<file path="src/rtl/rb_read_arbiter.sv">
// rb_read_arbiter: round-robin/locking arbiter sharing BRAM read port B.
// Ports: req_valid/req_lock/req_addr/req_ready per requester; en_b/addr_b/dout_b
// to the BRAM; rsp_valid/rsp_data tagged responses; owner/locked lock status.
// Optional macro RB_ARB_FIXED_PRIO_EN: fixed priority (lowest index wins).
module rb_read_arbiter #(
  parameter int N_REQ  = 2,
  parameter int ADDR_W = 10,
  parameter int DATA_W = 8,
  parameter int RD_LAT = 1
) (
  input  logic                      clk,
  input  logic                      rst_n,
  input  logic [N_REQ-1:0]          req_valid,
  input  logic [N_REQ-1:0]          req_lock,
  input  logic [N_REQ*ADDR_W-1:0]   req_addr,
  output logic [N_REQ-1:0]          req_ready,
  output logic                      en_b,
  output logic [ADDR_W-1:0]         addr_b,
  input  logic [DATA_W-1:0]         dout_b,
  output logic [N_REQ-1:0]          rsp_valid,
  output logic [DATA_W-1:0]         rsp_data,
  output logic [$clog2(N_REQ)-1:0]  owner,
  output logic                      locked
);

  localparam int IW = $clog2(N_REQ);

  typedef enum logic {
    S_ARB,
    S_LOCKED
  } state_t;

  state_t            state;
  logic [N_REQ-1:0]  gnt;
  logic [IW-1:0]     gidx;
  logic [IW-1:0]     scan_idx;
  logic              found;
  logic [ADDR_W-1:0] sel_addr;
  logic [ADDR_W-1:0] last_addr;
  logic [N_REQ-1:0]  tag [RD_LAT];

`ifndef RB_ARB_FIXED_PRIO_EN
  logic [IW-1:0]     ptr;

  function automatic logic [IW-1:0] wrap_inc(input logic [IW-1:0] i);
    return (int'(i) == N_REQ - 1) ? '0 : i + 1'b1;
  endfunction
`endif

  // Grant is gated by rst_n so nothing is offered while reset is held.
  always_comb begin
    gnt      = '0;
    gidx     = '0;
    scan_idx = '0;
    found    = 1'b0;
    if (rst_n) begin
      unique case (state)
        S_LOCKED: begin
          if (req_valid[owner]) begin
            gnt[owner] = 1'b1;
            gidx       = owner;
          end
        end
        S_ARB: begin
          for (int k = 0; k < N_REQ; k++) begin
`ifdef RB_ARB_FIXED_PRIO_EN
            scan_idx = IW'(k);
`else
            scan_idx = IW'((int'(ptr) + k) % N_REQ);
`endif
            if (!found && req_valid[scan_idx]) begin
              found         = 1'b1;
              gnt[scan_idx] = 1'b1;
              gidx          = scan_idx;
            end
          end
        end
      endcase
    end
  end

  assign sel_addr  = req_addr[int'(gidx)*ADDR_W +: ADDR_W];
  assign req_ready = gnt;
  assign en_b      = |gnt;
  assign addr_b    = en_b ? sel_addr : last_addr;
  assign locked    = (state == S_LOCKED);

  always_ff @(posedge clk or negedge rst_n) begin
    if (!rst_n) begin
      state     <= S_ARB;
      owner     <= '0;
      last_addr <= '0;
      rsp_valid <= '0;
      rsp_data  <= '0;
      for (int k = 0; k < RD_LAT; k++) tag[k] <= '0;
`ifndef RB_ARB_FIXED_PRIO_EN
      ptr       <= '0;
`endif
    end else begin
      tag[0] <= gnt;
      for (int k = 1; k < RD_LAT; k++) tag[k] <= tag[k-1];
      rsp_valid <= tag[RD_LAT-1];
      if (|tag[RD_LAT-1]) rsp_data <= dout_b;
      if (en_b) begin
        last_addr <= sel_addr;
        unique case (state)
          S_ARB: begin
`ifndef RB_ARB_FIXED_PRIO_EN
            ptr <= wrap_inc(gidx);
`endif
            if (req_lock[gidx]) begin
              state <= S_LOCKED;
              owner <= gidx;
            end
          end
          S_LOCKED: begin
            if (!req_lock[gidx]) begin
              state <= S_ARB;
`ifndef RB_ARB_FIXED_PRIO_EN
              ptr   <= wrap_inc(owner);
`endif
            end
          end
        endcase
      end
    end
  end

endmodule
</file>
<file path="config.mk">
export PLATFORM = sky130hd
export DESIGN_NAME = rb_read_arbiter
export DESIGN_NICKNAME = d
export VERILOG_FILES = /design/src/rtl/rb_read_arbiter.sv
export SDC_FILE = /design/constraint.sdc
export NUM_CORES = 1
export LEC_CHECK = 0
export ABC_AREA = 1
export BUFFER_PORTS_ARGS = -buffer_cell sky130_fd_sc_hd__buf_2
export CAP_MARGIN = 20
export CORE_MARGIN = 2
export CORE_UTILIZATION = 45
export DETAILED_ROUTE_END_ITERATION = 10
export PLACE_DENSITY_LB_ADDON = 0.12
export SYNTH_ARGS = -nofsm -noshare
export SYNTH_HDL_FRONTEND = slang
export SYNTH_SLANG_ARGS = --single-unit
</file>
<file path="constraint.sdc">
create_clock -name clk -period 1.77 [get_ports clk]
set_input_delay 0.4425 -clock clk [delete_from_list [all_inputs] [get_ports clk]]
set_output_delay 0.4425 -clock clk [all_outputs]
set_load 0.01 [all_outputs]
</file>
# Word-level counts from Yosys, hierarchy flattened
# Cells that the tools add are included.
[word_totals]
wordCells = 66
out_inout_bits = 25
input_bits = 34
reg_bits = 25
[classes]
n_addsub = 3
eq_ne = 1
n_reduce_logical = 9
n_shift = 1
bitwise_logic = 2
muxes = 35
n_mul = 1
order_cmp = 7
[ops]
columns = ["op", "count"]
rows = [
  ["$mux 1", 22],
  ["$shiftx 20x6->10", 1],
  ["$mux 2", 6],
  ["$mux 10", 1],
  ["$lt 1x2->1 const B", 4],
  ["$logic_and 1x1->1", 4],
  ["$mul 1x3->4 const B", 1],
  ["$pmux 1 s2", 2],
  ["$pmux 2 s2", 1],
  ["$reduce_or 2->1", 2],
  ["$add 1x1->1 const B", 3],
  ["$demux 1 s1", 3],
  ["$ge 1x1->1 const B", 3],
  ["$reduce_and 3->1", 1],
  ["$ne 2x2->1 const B", 1],
  ["$or 2x2->2", 1],
  ["$reduce_and 2->1", 1],
  ["$logic_not 1->1", 1],
  ["$not 1->1", 1],
]

# Logic depth before layout (Yosys ltp)
# Gate-level depths: netlist of the first run.
[logic_depth]
depth_word = 14
mapped_depth = 8
mapped_depth_nobuf = 8

# Worst setup path before layout of the first run
# Ideal clock, no wire load.
[synth_path]
path_kind = "register to output"
start = "register state (netlist: locked)"
end = "output addr_b[3]"
slack_ns = 0.033
required_time_ns = 1.327
path_stages_with_launch = 7
arrival_ns = 1.295
n_path_buf = 1
cell_sequence = "dfrtp_1 > inv_2 > nand3b_4 > nand2_4 > buf_2 > o21ai_0 > a21oi_1"
[synth_between]
elab_chain_cells = 6
word_cells_on_any_way = 9
classes_between = "mul (1); shift (1); mux (5); bitwise (1); reduce/logical (1)"
[synth_rtl]
columns = ["item", "line_no", "text"]
rows = [
  ["start, declared", "33", "state_t state;"],
  ["start signal, assigned", "90", "state <= S_ARB;"],
  ["start signal, assigned", "112", "state <= S_LOCKED;"],
  ["start signal, assigned", "118", "state <= S_ARB;"],
  ["$not 1->1", "--", ""],
  ["$pmux 1 s2", "57", "unique case (state)"],
  ["$mux 1", "56", "if (rst_n) begin"],
  ["$mul 1x3->4", "82", "assign sel_addr = req_addr[int'(gidx)*ADDR_W +: ADDR_W];"],
  ["$shiftx 20x6->10", "82", ""],
  ["$mux 10 *", "--", ""],
  ["end, declared", "18", "output logic [ADDR_W-1:0] addr_b,"],
]
# Every way passes the cells marked *; elsewhere a longest branch is shown, timed or not.

# Worst setup path in the final report of the first run
# Same ends and word-level chain as after synthesis.

==> flow_summary.ini, run 1 <==
[run_status]
status = finished with violations
violations = setup timing

[logic_synthesis]
yosys_warnings = 0
synthCells = 112
syn_area_um2 = 1190
synth.top_cell.area_share_pct = 52.4
yosysSeqAreaShare_pct = 52.4
synth_nets = 146
synth_top_cells_by_area = dfrtp_1 52%, mux2_2 7.5%, nand2_1 6.6%
synth.distinct_cells = 22
yosysTopAreaCell = dfrtp_1
synth_area_per_cell_um2 = 10.7
ys_ff_latch = 25

[clock_tree]
clockBufferDepth = 2
cts_root_buf = clkbuf_4
clk_latency_ns = 0.32
cts_buffers = 3
htreeDepth = 1
cts_sinks = 25
cts_tree = done
clk_pin_slew_worst_paths_ns = 0.14

[cells_and_area]
drive_gt1_share_pct = 66.7
fin_area_um2 = 1760
final_common_cell = buf_2
nNetsFinal = 224
area.growth.synth_to_final_pct = 47.3
seq_area_um2 = 627
multi_input_area_um2 = 548
final_cells = 219
nFillCells = 195
final_cell_mix = 57 x buf_2, 24 x dfrtp_1, 21 x nand2_1
insertedDiodeCount = 0

[global_route]
overflow = 0
grt_pass1_wl_mm = 4.08
track_usage_pct = 16.6
antenna_found_initial = 0
grt_max_degree = 26
grt_pass1_vias = 944

[floorplanning]
die_h_um = 55.5
rows = 18
pin_count = 59
core-area_um2 = 2500
start_util_pct = 47.8
dieArea_um2 = 3080
die_x_um = 55.5

[worst_hold_path]
hp-class = input port to async pin

[detailed_routing]
vias = 1058
remaining_drc_errors = 0
routed_via_density = 4.83
drt-initial-drc-count = 18
first_pass_iters = 4
avgRoutedWirePerCell_um = 12.1
drt_wl_total_mm = 2.65
ant_nets = 0

[place]
post-place-cells = 207
gp_congestion = 0.735
placed_cell_area_um2 = 1560
numPortBuffers = 58
dp_hpwl_mm = 1.87

[job]
max_cap_viol_count = 0

[worst_setup_path]
worst-path-max-fanout = 9
path_cells = inv_4 > nand3b_4 > nand2_8 > buf_8 > o21ai_2 > a21oi_2 > buf_2
slowest_delay_ns = 0.48
worst_path_dominant_cell_family = flip-flops
path_class = flip-flop to output port
cp-start-kind = flip-flop
critical_path.slowest_cell = dfrtp_2
critPathBufInv = 3
cp-end-kind = output port
crit_required_ns = 1.33
cp.arrival_ns = 1.67

[sta]
rsz0062_at_grt = yes
relSlewSlack_pct = 74.1
max_clock_freq_ghz = 0.474
final_hold_viol_count = 0
post-route-period-util_pct = 119
setup_viol = 13
slew_viol_final = 0
setup_slack_ns = -0.341
finClkSkew_ns = 0.00413
min_period_ns = 2.11
tightest_slew_ns = 0.388

[power]
p_leak_nw = 0.886
peakVddDrop_uv = 986
p_per_area_nw_per_um2 = 1430
-- power by group --
part,total (mW),switching (mW),internal [mW],leakage (nW)
clock network,0.260,0.173,0.0862,0.0139
registers,0.944,0.123,0.821,0.297
logic,1.31,0.660,0.650,0.575
-- sequential cells by signal (all words and copies together), names as in the netlist --
signal	cells
last_addr	10
locked	1
owner	1
ptr	1
rsp_data	8
rsp_valid	2
tag	2
-- logic make-up after synthesis --
group | share of synthesized area, %
flip-flops | 52.4
multiplexers | 7.54
AND/OR/NAND/NOR | 20.6
buffers and inverters | 7.12
AO/OA/AOI/OAI | 12.4
-- repair_timing --
item	4_1_cts	5_1_grt
resized for setup	5	28
pin swaps	2	7
endpoints found under the setup margin	13	13
buffers inserted	1	6
hold buffers	0	0
gates cloned	0	1
-- per-layer routing --
metal,up-vias,part of all wire (%),track usage (%),wire (um)
li1,524,-,-,-
met1,494,40,20.9,1060
met2,34,53,28.1,1410
met3,6,4.7,3.75,124
met4,0,2.0,5.23,54
met5,-,0,0,0
-- through the flow --
step                      power (mW)  hold slack [ns]  TNS, ns  utilization (%)  worst slack, ns
after floorplan                 1.65            0.147        0                -           0.0326
after global placement          2.03            0.377   -0.932             62.5           -0.119
after detailed placement        2.06            0.381    -1.07             62.5           -0.142
after CTS                       2.35            0.115    -4.23             64.2           -0.400
after global routing            2.71            0.122    -4.76             70.4           -0.452
final                           2.51            0.117    -3.48             70.4           -0.341
-- path summary, 6_finish.rpt --
path / startpoint / to / slack (ns) / cells past startpoint
setup / recovery: locked / addr_b[3] / -0.34 / 7
hold / removal: rst_n / tag[1] / 0.12 / 2
setup reg to reg: owner / owner / 0.27 / 9
hold reg to reg: tag[0] / rsp_valid[0] / 0.41 / 0
max in group asynchronous: rst_n / locked / 1.40 / 2
min in group clk: dout_b[5] / rsp_data[5] / 0.34 / 2
-- cells in the mapped netlist --
cell type	n
buf_12	2
dfrtp_1	25
buf_6	1
inv_2	1
mux2_2	8
nand3b_4	1
nand2_4	2
buf_2	1
nand4_1	1
a21oi_1	3
inv_1	5
nor2_1	6
nor2_2	7
a21oi_4	1
nand2_2	2
o21ai_0	9
nand2_1	21
inv_4	1
nand3_2	2
nand3_1	4
o21ai_1	2
a21oi_2	7
-- worst register-to-register path: stages, from the launching register on --
cell and delay, ns:
dfrtp_1 0.43, inv_2 0.06, a21oi_4 0.23, nand2_8 0.12, nand2_8 0.13, buf_4 0.12
buf_4 0.12, nand3_1 0.08, nand2_1 0.06, nand2_1 0.05
-- area by class of cell --
class / instances / area share [%]
Sequential cell: 25 / 35.6
Multi-Input combinational cell: 76 / 31.1
Timing Repair Buffer: 77 / 27.1
Inverter: 7 / 2.35
Tap cell: 30 / 2.13
Clock buffer: 3 / 1.28
Clock inverter: 1 / 0.426
No activity file was read; power rests on OpenSTA's default activity.
==> run 2, diff against run 1 <==
--- a/config.mk
+++ b/config.mk
@@ -9,7 +9,7 @@
 export BUFFER_PORTS_ARGS = -buffer_cell sky130_fd_sc_hd__buf_2
 export CAP_MARGIN = 20
 export CORE_MARGIN = 2
-export CORE_UTILIZATION = 45
+export CORE_UTILIZATION = 42
 export DETAILED_ROUTE_END_ITERATION = 10
 export PLACE_DENSITY_LB_ADDON = 0.12
 export SYNTH_ARGS = -nofsm -noshare
==> flow_summary.ini, run 2 (synthesized netlist as in run 1, its figures left out) <==
[floorplanning]
die_x_um = 57.3
pin_count = 59
dieArea_um2 = 3290
start_util_pct = 43.7
die_h_um = 57.3
core-area_um2 = 2730
rows = 19

[detailed_routing]
first_pass_iters = 4
remaining_drc_errors = 0
drt_wl_total_mm = 2.82
vias = 1088
met1_length_mm = 1.11
top_layer = met4
avgRoutedWirePerCell_um = 12.5
met3_length_um = 152
drt-initial-drc-count = 27
ant_nets = 0
met2_wirelength_mm = 1.50
routed_via_density = 4.81

[sta]
min_period_ns = 2.17
post-route-period-util_pct = 123
final_hold_viol_count = 0
tightest_slew_ns = 0.391
setup_viol = 13
setup_slack_ns = -0.400
relSlewSlack_pct = 73.9
max_clock_freq_ghz = 0.461
tns_ns = -4.37
slew_viol_final = 0
finClkSkew_ns = 0.0115
rsz0062_at_grt = yes

[power]
p_per_area_nw_per_um2 = 1420
switching_share_pct = 38.4
power_frac_comb_pct = 52.8
p_clk_share_pct = 10.3
p_int_mw = 1.60
peakVddDrop_uv = 1040
switchingPower_mw = 0.993
seqPwrFrac_pct = 36.9
p_leak_nw = 0.913

[clock_tree]
clk_pin_slew_worst_paths_ns = 0.15
hold_buffers = 0
cts_tree = done
cts_sinks = 25
cts_buffers = 3
htreeDepth = 1
clk_latency_ns = 0.33
cts_root_buf = clkbuf_4
clockBufferDepth = 2

[cells_and_area]
final_common_cell = buf_2
largest_register = last_addr
largest_reg_flops = 10
drive_gt1_share_pct = 67.2
final_cell_mix = 57 x buf_2, 24 x dfrtp_1, 20 x nand2_1
insertedDiodeCount = 0
nNetsFinal = 230
nFillCells = 218
final_cells = 226
area.growth.synth_to_final_pct = 52.3
fin_area_um2 = 1820
reg_top3 = last_addr (10), rsp_data (8)

[worst_setup_path]
cp.arrival_ns = 1.73
worst-path-max-fanout = 6
cp-start-kind = flip-flop
slowest_delay_ns = 0.49
cpMostUsedCell = nand2_8
crit_required_ns = 1.33
path_cells = a21oi_4 > nand2_8 > buf_6 > nand2_8 > nor2_2 > a21oi_2 > buf_2
path_class = flip-flop to output port
critical_path.slowest_cell = dfrtp_2
cp-end-kind = output port

[job]
max_cap_viol_count = 0

[global_route]
antenna_found_initial = 0
grt_pass1_wl_mm = 4.36
track_usage_pct = 17.0
grt_max_degree = 17
grt_pass1_vias = 995
overflow = 0

[place]
dp_hpwl_mm = 1.97
numPortBuffers = 58
post-place-cells = 210
placed_cell_area_um2 = 1570
gp_congestion = 0.826
preCtsSetupSlack_ns = -0.146

[run_status]
violations = setup timing
status = finished with violations

[worst_hold_path]
hp-class = input port to async pin
[run 2: cell types whose count changed in the layout (fill, tap and decap cells not counted), sizes merged]
cell    delta
clkbuf     -1
clkinv     -1
buf        +6
nand2      +1
inv        +1
[run 2: metal layers]
layer  track usage, %  up-vias
met5                0        -
met4             4.98        0
met3             2.72        6
met2             29.7       39
met1             21.7      506
li1                 -      537
[run 2: path summary, 6_finish.rpt]
path | cells past startpoint | slack, ns | start | end
hold reg to reg | 0 | 0.42 | tag[0] | rsp_valid[0]
hold / removal | 2 | 0.05 | rst_n | last_addr[1]
min in group clk | 2 | 0.33 | dout_b[7] | rsp_data[7]
max in group asynchronous | 2 | 1.50 | rst_n | last_addr[4]
setup / recovery | 7 | -0.40 | locked | addr_b[2]
setup reg to reg | 9 | 0.17 | locked | owner
[run 2: area by class of cell]
cell class,count,area (um2),share of cell area [%]
clock buffer,3,22.5,1.24
clock inverter,1,7.51,0.413
inverter,7,36.3,1.99
multi-input combinational,77,568,31.2
sequential,25,627,34.5
tap,31,38.8,2.13
timing repair buffer,82,519,28.5
[run 2: power groups by stage]
stage | registers (mW) | clock network, mW | logic (mW)
after floorplan | 1.01 | 0 | 0.647
after global placement | 0.944 | 0 | 1.10
after detailed placement | 0.960 | 0 | 1.12
after CTS | 0.956 | 0.273 | 1.32
after global routing | 0.981 | 0.288 | 1.49
final | 0.956 | 0.266 | 1.37
[run 2: worst max-delay path: cells and delay by family (launching register included)]
family          cells  cell delay [ns]
compound gates      2             0.36
buf+inv             2             0.30
flops               1             0.49
simple gates        3             0.25
[run 2: metrics by stage]
step / util [%] / power, mW / hold WS [ns]
2_1_floorplan: - / 1.65 / 0.147
3_3_place_gp: 57.3 / 2.05 / 0.377
3_5_place_dp: 57.3 / 2.08 / 0.387
4_1_cts: 64.9 / 2.55 / 0.0505
5_1_grt: 66.5 / 2.76 / 0.0532
6_report: 66.5 / 2.59 / 0.0486
[run 2: repair_timing]
action	4_1_cts	5_1_grt
endpoints found under the setup margin	13	13
setup buffers	8	2
cloned	2	0
pin swaps	12	3
gates resized for setup	29	6
==> run 3, diff against run 2 <==
--- a/config.mk
+++ b/config.mk
@@ -8,6 +8,7 @@
 export ABC_AREA = 1
 export BUFFER_PORTS_ARGS = -buffer_cell sky130_fd_sc_hd__buf_2
 export CAP_MARGIN = 20
+export CORE_ASPECT_RATIO = 1.2
 export CORE_MARGIN = 2
 export CORE_UTILIZATION = 42
 export DETAILED_ROUTE_END_ITERATION = 10
==> flow_summary.ini, run 3 (synthesized netlist as in run 1, its figures left out) <==
[run_status]
status = finished with violations
violations = setup timing

[clock_tree]
htreeDepth = 1
cts_root_buf = clkbuf_4
clockBufferDepth = 2
cts_sinks = 25
hold_buffers = 0
clk_pin_slew_worst_paths_ns = 0.15
clk_latency_ns = 0.32
cts_tree = done
cts_buffers = 3

[floorplanning]
start_util_pct = 43.3
die_x_um = 52.7
rows = 21
die_h_um = 62.4
dieArea_um2 = 3290
core-area_um2 = 2760
pin_count = 59

[cells_and_area]
final_cell_mix = 56 x buf_2, 24 x dfrtp_1, 20 x nand2_1
final_common_cell = buf_2
nFillCells = 243
seq_area_um2 = 627
insertedDiodeCount = 0
reg_top3 = last_addr (10), rsp_data (8)
area.growth.synth_to_final_pct = 56.6
drive_gt1_share_pct = 70.6
largest_reg_flops = 10
nNetsFinal = 229
final_cells = 228
largest_register = last_addr
multi_input_area_um2 = 584

[detailed_routing]
vias = 1099
remaining_drc_errors = 0
first_pass_iters = 3
avgRoutedWirePerCell_um = 12.4
drt_wl_total_mm = 2.83
ant_nets = 0
drt-initial-drc-count = 8
routed_via_density = 4.82

[worst_setup_path]
critical_path.slowest_cell = dfrtp_2
worst_path_dominant_cell_family = flip-flops
cp-end-kind = output port
cp-start-kind = flip-flop
path_cells = inv_4 > nand3b_4 > nand2_8 > clkbuf_16 > o21ai_2 > a21oi_2 > buf_2
rr_startpoint = locked
slowest_delay_ns = 0.49
crit_required_ns = 1.33
cp.arrival_ns = 1.66
crit_start = locked
path_class = flip-flop to output port
worst-path-max-fanout = 6
critPathBufInv = 3

[power]
p_int_mw = 1.67
seqPwrFrac_pct = 35.4
p_clk_share_pct = 10.0
switchingPower_mw = 1.02
p_leak_nw = 0.931
power_frac_comb_pct = 54.6
switching_share_pct = 38.0
p_per_area_nw_per_um2 = 1440
peakVddDrop_uv = 799

[sta]
final_hold_viol_count = 0
finClkSkew_ns = 0.00425
tightest_slew_ns = 0.425
max_clock_freq_ghz = 0.475
min_period_ns = 2.11
hold_ws_ns = 0.0541
setup_slack_ns = -0.336
setup_viol = 14
tns_ns = -3.95
relSlewSlack_pct = 71.6
rsz0062_at_grt = yes
slew_viol_final = 0
post-route-period-util_pct = 119

[place]
numPortBuffers = 58
gp_congestion = 0.777
post-place-cells = 213
dp_hpwl_mm = 1.96

[global_route]
antenna_found_initial = 0
overflow = 0
grt_pass1_wl_mm = 4.92
grt_pass1_vias = 1145
track_usage_pct = 19.6
grt_max_degree = 17

[job]
max_cap_viol_count = 0

[worst_hold_path]
hp-class = input port to async pin
==> run 3: worst register-to-register path: stages, from the launching register on <==
cell and delay [ns]:
dfrtp_2 0.49, nand2_2 0.08, inv_2 0.05, nor2_4 0.10, nand2_4 0.11, buf_6 0.15, o21ai_2 0.12, a21oi_2 0.08
buf_4 0.13, buf_6 0.10, buf_6 0.10, buf_6 0.10, buf_6 0.10, buf_6 0.10
==> run 3: path summary, 6_finish.rpt <==
check                                to  slack (ns)  cells after the start
max reg2reg                last_addr[9]       -0.13                     13
min reg2reg                rsp_valid[1]        0.42                      0
min in group clk            rsp_data[5]        0.34                      2
max                           addr_b[6]       -0.34                      7
max in group asynchronous   rsp_data[3]        1.51                      2
min                              locked        0.05                      2
==> run 3: metal layers <==
| metal | share of wire [%] | vias to the layer above | track usage [%] |
|---|---|---|---|
| met3 | 5.7 | 6 | 4.31 |
| met1 | 37 | 522 | 23.0 |
| li1 | - | 530 | - |
| met5 | 0 | - | 0 |
| met4 | 1.3 | 0 | 8.01 |
| met2 | 56 | 41 | 33.6 |
==> run 3: power groups by stage <==
stage | Combinational, mW | Clock [mW] | Sequential (mW)
6_report | 1.47 | 0.268 | 0.951
5_1_grt | 1.61 | 0.303 | 0.989
4_1_cts | 1.42 | 0.282 | 0.953
3_5_place_dp | 1.13 | 0 | 0.958
3_3_place_gp | 1.11 | 0 | 0.944
2_1_floorplan | 0.647 | 0 | 1.01
==> run 3: final cells by class <==
type                    instances  area share, %
repair buffers                 81           29.1
well taps                      34           2.27
clock inverters                 1          0.401
inverters                       7           2.34
multi-input cells              77           31.2
flip-flops and latches         25           33.5
clock buffers                   3           1.20
==> run 3: metrics by stage <==
step	setup slack, ns	total power [mW]	util [%]	area [um2]
6_report	-0.336	2.69	67.8	1870
5_1_grt	-0.442	2.90	67.8	1870
4_1_cts	-0.356	2.66	65.7	1810
3_5_place_dp	-0.133	2.09	57.3	1580
3_3_place_gp	-0.0975	2.05	57.3	1580
2_1_floorplan	0.0326	1.65	-	1190
==> run 3: what timing repair did <==
action                     CTS  global route
hold endpoints to repair     0             0
buffers inserted             6             3
resized for setup           47             3
cloned                       1             1
setup endpoints to repair   13            14
pin swaps                   11             5
